--- config.mk ---
export PLATFORM = sky130hd
export DESIGN_NAME = axis_fifo
export DESIGN_NICKNAME = d
export VERILOG_FILES = /design/src/rtl/axis_fifo_pkg.sv /design/src/rtl/axis_fifo_ram.sv /design/src/rtl/axis_fifo.sv
export SDC_FILE = /design/constraint.sdc
export NUM_CORES = 2
export LEC_CHECK = 0
export CAP_MARGIN = 20
export CORE_MARGIN = 1.5
export CORE_UTILIZATION = 35
export DETAILED_ROUTE_END_ITERATION = 10
export SLEW_MARGIN = 15
export SYNTH_ARGS = -nofsm -noshare
export SYNTH_HDL_FRONTEND = slang
export SYNTH_HIERARCHICAL = 1
export SYNTH_SLANG_ARGS = --single-unit
--- constraint.sdc ---
create_clock -name ACLK -period 4.05 [get_ports ACLK]
set_clock_uncertainty 0.05 [all_clocks]
set_input_delay 0.81 -clock ACLK [delete_from_list [all_inputs] [get_ports ACLK]]
set_output_delay 0.81 -clock ACLK [all_outputs]
set_load 0.02 [all_outputs]
--- src/rtl/axis_fifo_pkg.sv ---
// rtl/axis_fifo_pkg.sv - shared sizing helpers for axis_fifo (TLAST width set by AXIS_FIFO_TLAST_EN)
package axis_fifo_pkg;

`ifdef AXIS_FIFO_TLAST_EN
    localparam int TLAST_BITS = 1;
`else
    localparam int TLAST_BITS = 0;
`endif

    // Pointer/level width: address bits plus one wrap flag, so LEVEL can reach DEPTH.
    function automatic int ptr_width(input int depth);
        return $clog2(depth) + 1;
    endfunction

    // Stored entry width: payload plus the packet-end marker when enabled.
    function automatic int entry_width(input int data_width);
        return data_width + TLAST_BITS;
    endfunction

endpackage

--- src/rtl/axis_fifo_ram.sv ---
// rtl/axis_fifo_ram.sv - DEPTH x WIDTH storage, synchronous write, asynchronous read, no reset
module axis_fifo_ram #(
    parameter int WIDTH  = 16,
    parameter int DEPTH  = 128,
    parameter int ADDR_W = $clog2(DEPTH)
) (
    input  logic              ACLK,
    input  logic              wr_en,
    input  logic [ADDR_W-1:0] wr_addr,
    input  logic [WIDTH-1:0]  wr_data,
    input  logic [ADDR_W-1:0] rd_addr,
    output logic [WIDTH-1:0]  rd_data
);

    logic [WIDTH-1:0] mem [DEPTH];

    // Write port: contents deliberately left unreset so this maps onto distributed RAM.
    always_ff @(posedge ACLK) begin
        if (wr_en) begin
            mem[wr_addr] <= wr_data;
        end
    end

    // Read port is combinational so the head entry falls through without a cycle of latency.
    always_comb begin
        rd_data = mem[rd_addr];
    end

endmodule

--- src/rtl/axis_fifo.sv ---
// rtl/axis_fifo.sv - AXI-Stream FWFT FIFO with level, watermarks and flush; optional TLAST/PKT_CNT via AXIS_FIFO_TLAST_EN
module axis_fifo
    import axis_fifo_pkg::*;
#(
    parameter int DATA_WIDTH = 16,
    parameter int DEPTH      = 128,
    parameter int AF_THRESH  = DEPTH - 4,
    parameter int AE_THRESH  = 4,
    localparam int PTR_W     = ptr_width(DEPTH)
) (
    input  logic                  ACLK,
    input  logic                  ARESET_N,
    input  logic                  FLUSH,
    input  logic                  S_TVALID,
    output logic                  S_TREADY,
    input  logic [DATA_WIDTH-1:0] S_TDATA,
`ifdef AXIS_FIFO_TLAST_EN
    input  logic                  S_TLAST,
    output logic                  M_TLAST,
    output logic [PTR_W-1:0]      PKT_CNT,
`endif
    output logic                  M_TVALID,
    input  logic                  M_TREADY,
    output logic [DATA_WIDTH-1:0] M_TDATA,
    output logic [PTR_W-1:0]      LEVEL,
    output logic                  ALMOST_FULL,
    output logic                  ALMOST_EMPTY
);

    localparam int ADDR_W  = PTR_W - 1;
    localparam int ENTRY_W = entry_width(DATA_WIDTH);

    typedef logic [PTR_W-1:0] ptr_t;

    // Bad watermarks or geometry are rejected while elaborating.
    if (AF_THRESH < 1 || AF_THRESH > DEPTH) begin : g_bad_af
        $error("axis_fifo: AF_THRESH must be within 1..DEPTH");
    end
    if (AE_THRESH < 0 || AE_THRESH > DEPTH - 1) begin : g_bad_ae
        $error("axis_fifo: AE_THRESH must be within 0..DEPTH-1");
    end
    if (DEPTH < 4 || (DEPTH & (DEPTH - 1)) != 0) begin : g_bad_depth
        $error("axis_fifo: DEPTH must be a power of two and at least 4");
    end

    ptr_t wr_ptr;
    ptr_t rd_ptr;
    ptr_t level_next;
    logic empty;
    logic full;
    logic push;
    logic pop;
    logic [ENTRY_W-1:0] wr_entry;
    logic [ENTRY_W-1:0] rd_entry;

    // Handshake state comes only from registered pointers, so there is no valid-to-ready path.
    always_comb begin
        empty    = (wr_ptr == rd_ptr);
        full     = (wr_ptr[ADDR_W-1:0] == rd_ptr[ADDR_W-1:0]) && (wr_ptr[ADDR_W] != rd_ptr[ADDR_W]);
        S_TREADY = ~full;
        M_TVALID = ~empty;
        push     = S_TVALID & ~full;
        pop      = M_TREADY & ~empty;
    end

    // Occupancy after this edge, used so the watermarks line up with LEVEL.
    always_comb begin
        level_next = LEVEL;
        if (push && !pop) begin
            level_next = LEVEL + ptr_t'(1);
        end else if (pop && !push) begin
            level_next = LEVEL - ptr_t'(1);
        end
    end

    // Pointers, level and watermarks; flush wins over any push or pop in the same cycle.
    always_ff @(posedge ACLK or negedge ARESET_N) begin
        if (!ARESET_N) begin
            wr_ptr       <= '0;
            rd_ptr       <= '0;
            LEVEL        <= '0;
            ALMOST_FULL  <= 1'b0;
            ALMOST_EMPTY <= 1'b1;
        end else if (FLUSH) begin
            wr_ptr       <= '0;
            rd_ptr       <= '0;
            LEVEL        <= '0;
            ALMOST_FULL  <= 1'b0;
            ALMOST_EMPTY <= 1'b1;
        end else begin
            if (push) begin
                wr_ptr <= wr_ptr + ptr_t'(1);
            end
            if (pop) begin
                rd_ptr <= rd_ptr + ptr_t'(1);
            end
            LEVEL        <= level_next;
            ALMOST_FULL  <= (level_next >= ptr_t'(AF_THRESH));
            ALMOST_EMPTY <= (level_next <= ptr_t'(AE_THRESH));
        end
    end

`ifdef AXIS_FIFO_TLAST_EN
    // Packet-end marker rides in the top bit of each stored entry.
    always_comb begin
        wr_entry = {S_TLAST, S_TDATA};
        M_TLAST  = ~empty & rd_entry[DATA_WIDTH];
    end

    // Complete-packet count: +1 on a pushed TLAST, -1 on a popped TLAST, both cancel.
    always_ff @(posedge ACLK or negedge ARESET_N) begin
        if (!ARESET_N) begin
            PKT_CNT <= '0;
        end else if (FLUSH) begin
            PKT_CNT <= '0;
        end else if ((push && S_TLAST) && !(pop && M_TLAST)) begin
            PKT_CNT <= PKT_CNT + ptr_t'(1);
        end else if (!(push && S_TLAST) && (pop && M_TLAST)) begin
            PKT_CNT <= PKT_CNT - ptr_t'(1);
        end
    end
`else
    // Storage carries only the payload.
    always_comb begin
        wr_entry = S_TDATA;
    end
`endif

    // Head entry falls through; forced to zero while empty so it never shows stale RAM.
    always_comb begin
        M_TDATA = empty ? '0 : rd_entry[DATA_WIDTH-1:0];
    end

    axis_fifo_ram #(
        .WIDTH  (ENTRY_W),
        .DEPTH  (DEPTH),
        .ADDR_W (ADDR_W)
    ) u_ram (
        .ACLK    (ACLK),
        .wr_en   (push & ~FLUSH),
        .wr_addr (wr_ptr[ADDR_W-1:0]),
        .wr_data (wr_entry),
        .rd_addr (rd_ptr[ADDR_W-1:0]),
        .rd_data (rd_entry)
    );

endmodule

Word-level counts from Yosys, hierarchy flattened. Memory sizes are Yosys's and may differ from the RTL's. Cells that the tools add are included.

$add $sub $neg: 4. Order comparisons: 2. Eq/ne operators: 3. Multiplexer cells: 12. Bitwise gates (word level): 6. Reduce and logical (&&, ||, !) cells: 7.

Operator list (count): two-way mux 8 bit (7); adder 8 x 1 -> 8 bit (second input constant) (3); two-way mux 16 bit (1); equality test 8 bit (1); greater-or-equal comparator 8 x 7 -> 1 bit (second input constant) (1); less-or-equal comparator 8 x 3 -> 1 bit (second input constant) (1); subtractor 8 x 1 -> 8 bit (second input constant) (1); equality test 7 bit (1); two-way mux 1 bit (4); nonzero test 2 bit (2); AND 1 bit (3); logical AND 1 bit (3); inverter 1 bit (3); logical NOT 1 bit (2); inequality test 1 bit (1).

Bits in registers: 26. Memory bits (writable): 2048. Input bits: 21. Memories: 1.

Memories: u_ram.mem (words 128, bits a word 16, rd ports 1, clocked after Yosys merged registers in 0, wr ports 1, line axis_fifo_ram.sv:15) `logic [WIDTH-1:0] mem [DEPTH];`.

Depth between registers and ports, before layout.
Depth in word-level cells: 10. Mapped depth: 10. Mapped depth without buffers: 9.

By module. The synthesis kept the hierarchy.

By module, submodules not included: axis_fifo_ram (instances 1, cells each 3070, area an instance 78202.5 um2, sequential area each 61499.0 um2); axis_fifo (instances 1, cells each 209, area an instance 1859.3 um2, sequential area each 651.9 um2).

Worst setup path after synthesis. Ideal clock, no wire load.

Path kind: reg2out. From: reg rd_ptr[0]. To: out M_TDATA[0]. Data arrival time: 3016 ps. Required time: 3190 ps. Setup slack: 174 ps. Stages on the path, launching flop included: 8. Path buffers: 2. Path through: dfrtp_1 -> buf_2 -> buf_1 -> mux4_2 -> mux4_2 -> mux4_2 -> mux2_2 -> and2_1.

Cells in the longest elaborated chain, start to end: 2. Elaborated cells between the ends (all ways): 3. Those cells by class: eq/ne (1); mux (1); memory (1).

RTL lines: start: declaration (line axis_fifo.sv:47) `ptr_t rd_ptr;`; start signal: assignment (line axis_fifo.sv:95) `rd_ptr <= rd_ptr + ptr_t'(1);`; memory read (128 x 16 bit); via rd_entry[0] (line axis_fifo.sv:54) `logic [ENTRY_W-1:0] rd_entry;`; two-way mux 16 bit (line axis_fifo.sv:131) `M_TDATA = empty ? '0 : rd_entry[DATA_WIDTH-1:0];`; end: declaration (line axis_fifo.sv:24) `output logic [DATA_WIDTH-1:0] M_TDATA,`.

The timed path passes the listed nets, and every way through them passes these cells.

Worst setup path after layout.
From: reg rd_ptr[0]. To: out M_TDATA[11].

The elaborated chain is that of the path after synthesis.

==> results.cfg <==
[synth]
ys_types = 56
synth_fa_ha_area_share_pct = 0.0625
ys_seq_elements = 2074
synth_area_um2 = 80100
ys_warn_count = 6
ys_seq_area_share_pct = 77.6
yosys.area_share.simple_pct = 1.58
synth_mux_area_share_pct = 19.1
avgSynthCellArea_um2 = 24.4
synth_top_family_by_area = multiplexers
synth-compound-area-share_pct = 0.283
synth_xor_area_share_pct = 0.314
syn_inst = 3279
async_flop_share_pct = 1.25
synth_ff_type = edfxtp_1
synth_enable_flop_cells = 2048
syn_nets = 3304

[global_route]
grt_usage_pct = 17.5
grt-ovfl-total = 0
antenna_found_initial = 17
grt_start_max_net_pins = 129
grt_pass1_vias = 37800
grt_first_pass_wirelength_um = 288000

[floorplanning]
core_area_um2 = 227000
fp.dieW_um = 481
ios = 49
die_area_um2 = 232000
num_rows = 175
die_y_um = 481
start_util_pct = 35.2

[status]
run_status = finished with violations
violations = negative setup slack

[hold_path]
min_path_type = in -> async

[worst_setup_path]
critical_path.max_fanout = 10
end_kind = primary output
crit_type = reg -> out
start_kind = flop
crit_arrival_ns = 4.26
crit_required_ns = 3.19

[power_and_ir_drop]
swShare_pct = 23.3
p_total_mw = 48.6
clkPwrFrac_pct = 36.8
leakage_nw = 29.2
p_comb_share_pct = 14.5
power_density_nw_per_um2 = 504
seq_power_share_pct = 48.7
p_switching_mw = 11.3
p_int_mw = 37.3
irDropWorstVdd_uv = 480

[placed_design]
gp_congestion = 0.810
io_buffers = 48
pre_cts_ws_ns = -0.689
dpl.hpwl_um = 120000

[cts]
clock_latency_ns = 0.84
cts_made_buffers = 196
cts_root_buffer = clkbuf_16
clk_path_buf_depth = 3
htree_levels = 4
cts_tree = built
clkTransAtPathRegs_ns = 0.06
hold_buffers = 0
cts_sinks = 2074

[cells_and_area]
nets = 3791
n_fill_cell = 19200
seq_area_um2 = 62200
area_growth_pct = 20.6
multi_input_area_um2 = 17400
layout-drive-gt1-share_pct = 38.0

[detailed_routing]
viasPerCell = 5.38
wl_per_cell_um = 29.2
drt_first_pass_iters = 7
wl_um = 203000
drc = 0
antenna_left = 0
drt_iter0_drc = 4451
via_count = 37400

[sta]
fin_setup_tns_ns = -16.23
fin_crit_sh_pct = 126
drv_slew = 0
fmaxAchievable_mhz = 195
setup_viol = 16
fin_ws_ns = -1.07
rsz0062_at_grt = yes
hold_viol_final = 0
finalCriticalPeriod_ns = 5.12
max_slew_margin_pct = 26.6
worstMarginPinSlew_ns = 1.10

[flow_run]
drv_cap = 0
-- synthesized netlist by cell type, types with 3 or more instances --
| cell | instances | area (um^2) |
|---|---|---|
| edfxtp_1 | 2048 | 61500 |
| mux4_2 | 672 | 15100 |
| nor2_1 | 147 | 552 |
| clkbuf_1 | 87 | 327 |
| buf_2 | 53 | 265 |
| nand2_1 | 35 | 131 |
| buf_1 | 28 | 105 |
| dfrtp_1 | 25 | 626 |
| nand3_1 | 22 | 110 |
| and2_1 | 16 | 100 |
| mux2_2 | 16 | 180 |
| nor3_1 | 15 | 75.1 |
| xor2_1 | 13 | 114 |
| xnor2_1 | 12 | 105 |
| nor2b_1 | 10 | 62.6 |
| a21oi_1 | 8 | 40.0 |
| inv_1 | 6 | 22.5 |
| o22ai_1 | 5 | 31.3 |
| or2_2 | 5 | 31.3 |
| ha_1 | 4 | 50.1 |
| nand4_1 | 4 | 25.0 |
| or3_1 | 4 | 25.0 |
| nand2b_1 | 3 | 18.8 |
| o31ai_1 | 3 | 22.5 |
-- per-stage QoR --
stage | util, % | hold slack (ns) | instances | area [um^2]
floorplan | - | 0.464 | 3279 | 80100
global placement | 39.0 | 0.527 | 6500 | 88600
detailed placement | 39.0 | 0.541 | 6500 | 88600
CTS | 42.4 | 0.276 | 6933 | 96300
global route | 42.5 | 0.303 | 6947 | 96600
finish | 42.5 | 0.308 | 6949 | 96600
-- path summary, 6_finish.rpt --
| kind | to | from | slack (ns) | depth (start not counted) |
|---|---|---|---|---|
| hold reg to reg | rd_ptr[7] | rd_ptr[7] | 0.55 | 2 |
| setup reg to reg | u_ram/mem[92][1] | rd_ptr[0] | 0.47 | 15 |
| hold / removal | LEVEL[5] | ARESET_N | 0.31 | 1 |
| min in group ACLK | u_ram/mem[7][0] | S_TDATA[0] | 0.34 | 1 |
| setup / recovery | M_TDATA[11] | rd_ptr[0] | -1.07 | 9 |
| max in group asynchronous | rd_ptr[2] | ARESET_N | 2.95 | 2 |
-- sequential cells by signal, summed over array words and instances, names as in the netlist --
signal	flops
u_ram/mem	2048
LEVEL	8
rd_ptr	8
wr_ptr	8
ALMOST_EMPTY	1
ALMOST_FULL	1
-- logic make-up (layout without fill, tap and decap cells) --
logic type      after synthesis  after routing
flops                      2074           2074
simple gates                275            275
other cells                   0              3
buf+inv                     180            838
mux                         689            689
fa+ha+maj                     4              4
compound gates               30             30
xor+xnor                     27             27
-- routing by layer --
layer	global-route usage, %	up-vias	wire (um)
met5	0	-	7
met4	5.07	2	5570
met3	2.97	253	14000
met2	28.2	1424	98800
met1	24.6	20500	84300
li1	-	15200	-
-- power by group through the flow --
stage	Clock, mW	Sequential [mW]	Combinational, mW
final	17.9	23.7	7.05
after CTS	18.2	23.7	6.97
after global placement	0	24.2	5.88
after detailed placement	0	24.2	5.93
after global routing	19.0	23.7	7.41
after floorplan	0	24.2	3.52
-- cell type report --
type	count	share of cell area (%)
inverter	7	0.0298
antenna	3	0.00777
multi-input combinational	1025	18.0
clock buffer	236	5.26
sequential	2074	64.4
timing repair buffer	462	7.22
clock inverter	133	1.24
tap	3009	3.90
-- worst max-delay path: stages, from the launching register on --
cell     delay [ns]
dfrtp_4        0.47
buf_6          0.13
buf_12         0.18
buf_8          0.19
mux4_2         0.52
mux4_2         0.62
mux4_2         0.64
mux2_4         0.33
and2_1         0.15
buf_4          0.15
-- what timing repair did --
| item | 4_1_cts | 5_1_grt |
|---|---|---|
| pin swaps | 1 | 0 |
| resized for setup | 172 | 36 |
| buffers inserted | 45 | 12 |
| endpoints found under the setup margin | 18 | 17 |
| gates cloned | 20 | 5 |
-- layout by cell type (no fill, tap or decap), types with 11 or more instances in the layout --
cell type and instances:
edfxtp_1 2048, mux4_2 672, clkbuf_16 202, buf_12 201
buf_4 165, nor2_1 109, clkinv_1 56, clkbuf_1 39
nor2_2 38, clkinv_2 37, buf_6 36, nand2_1 35
buf_16 29, nand3_1 22, dfrtp_1 19, mux2_4 16
and2_4 14, clkdlybuf4s50_1 14, xor2_1 13, bufinv_16 13
xnor2_1 11
Power figures use the tool's default switching activity.
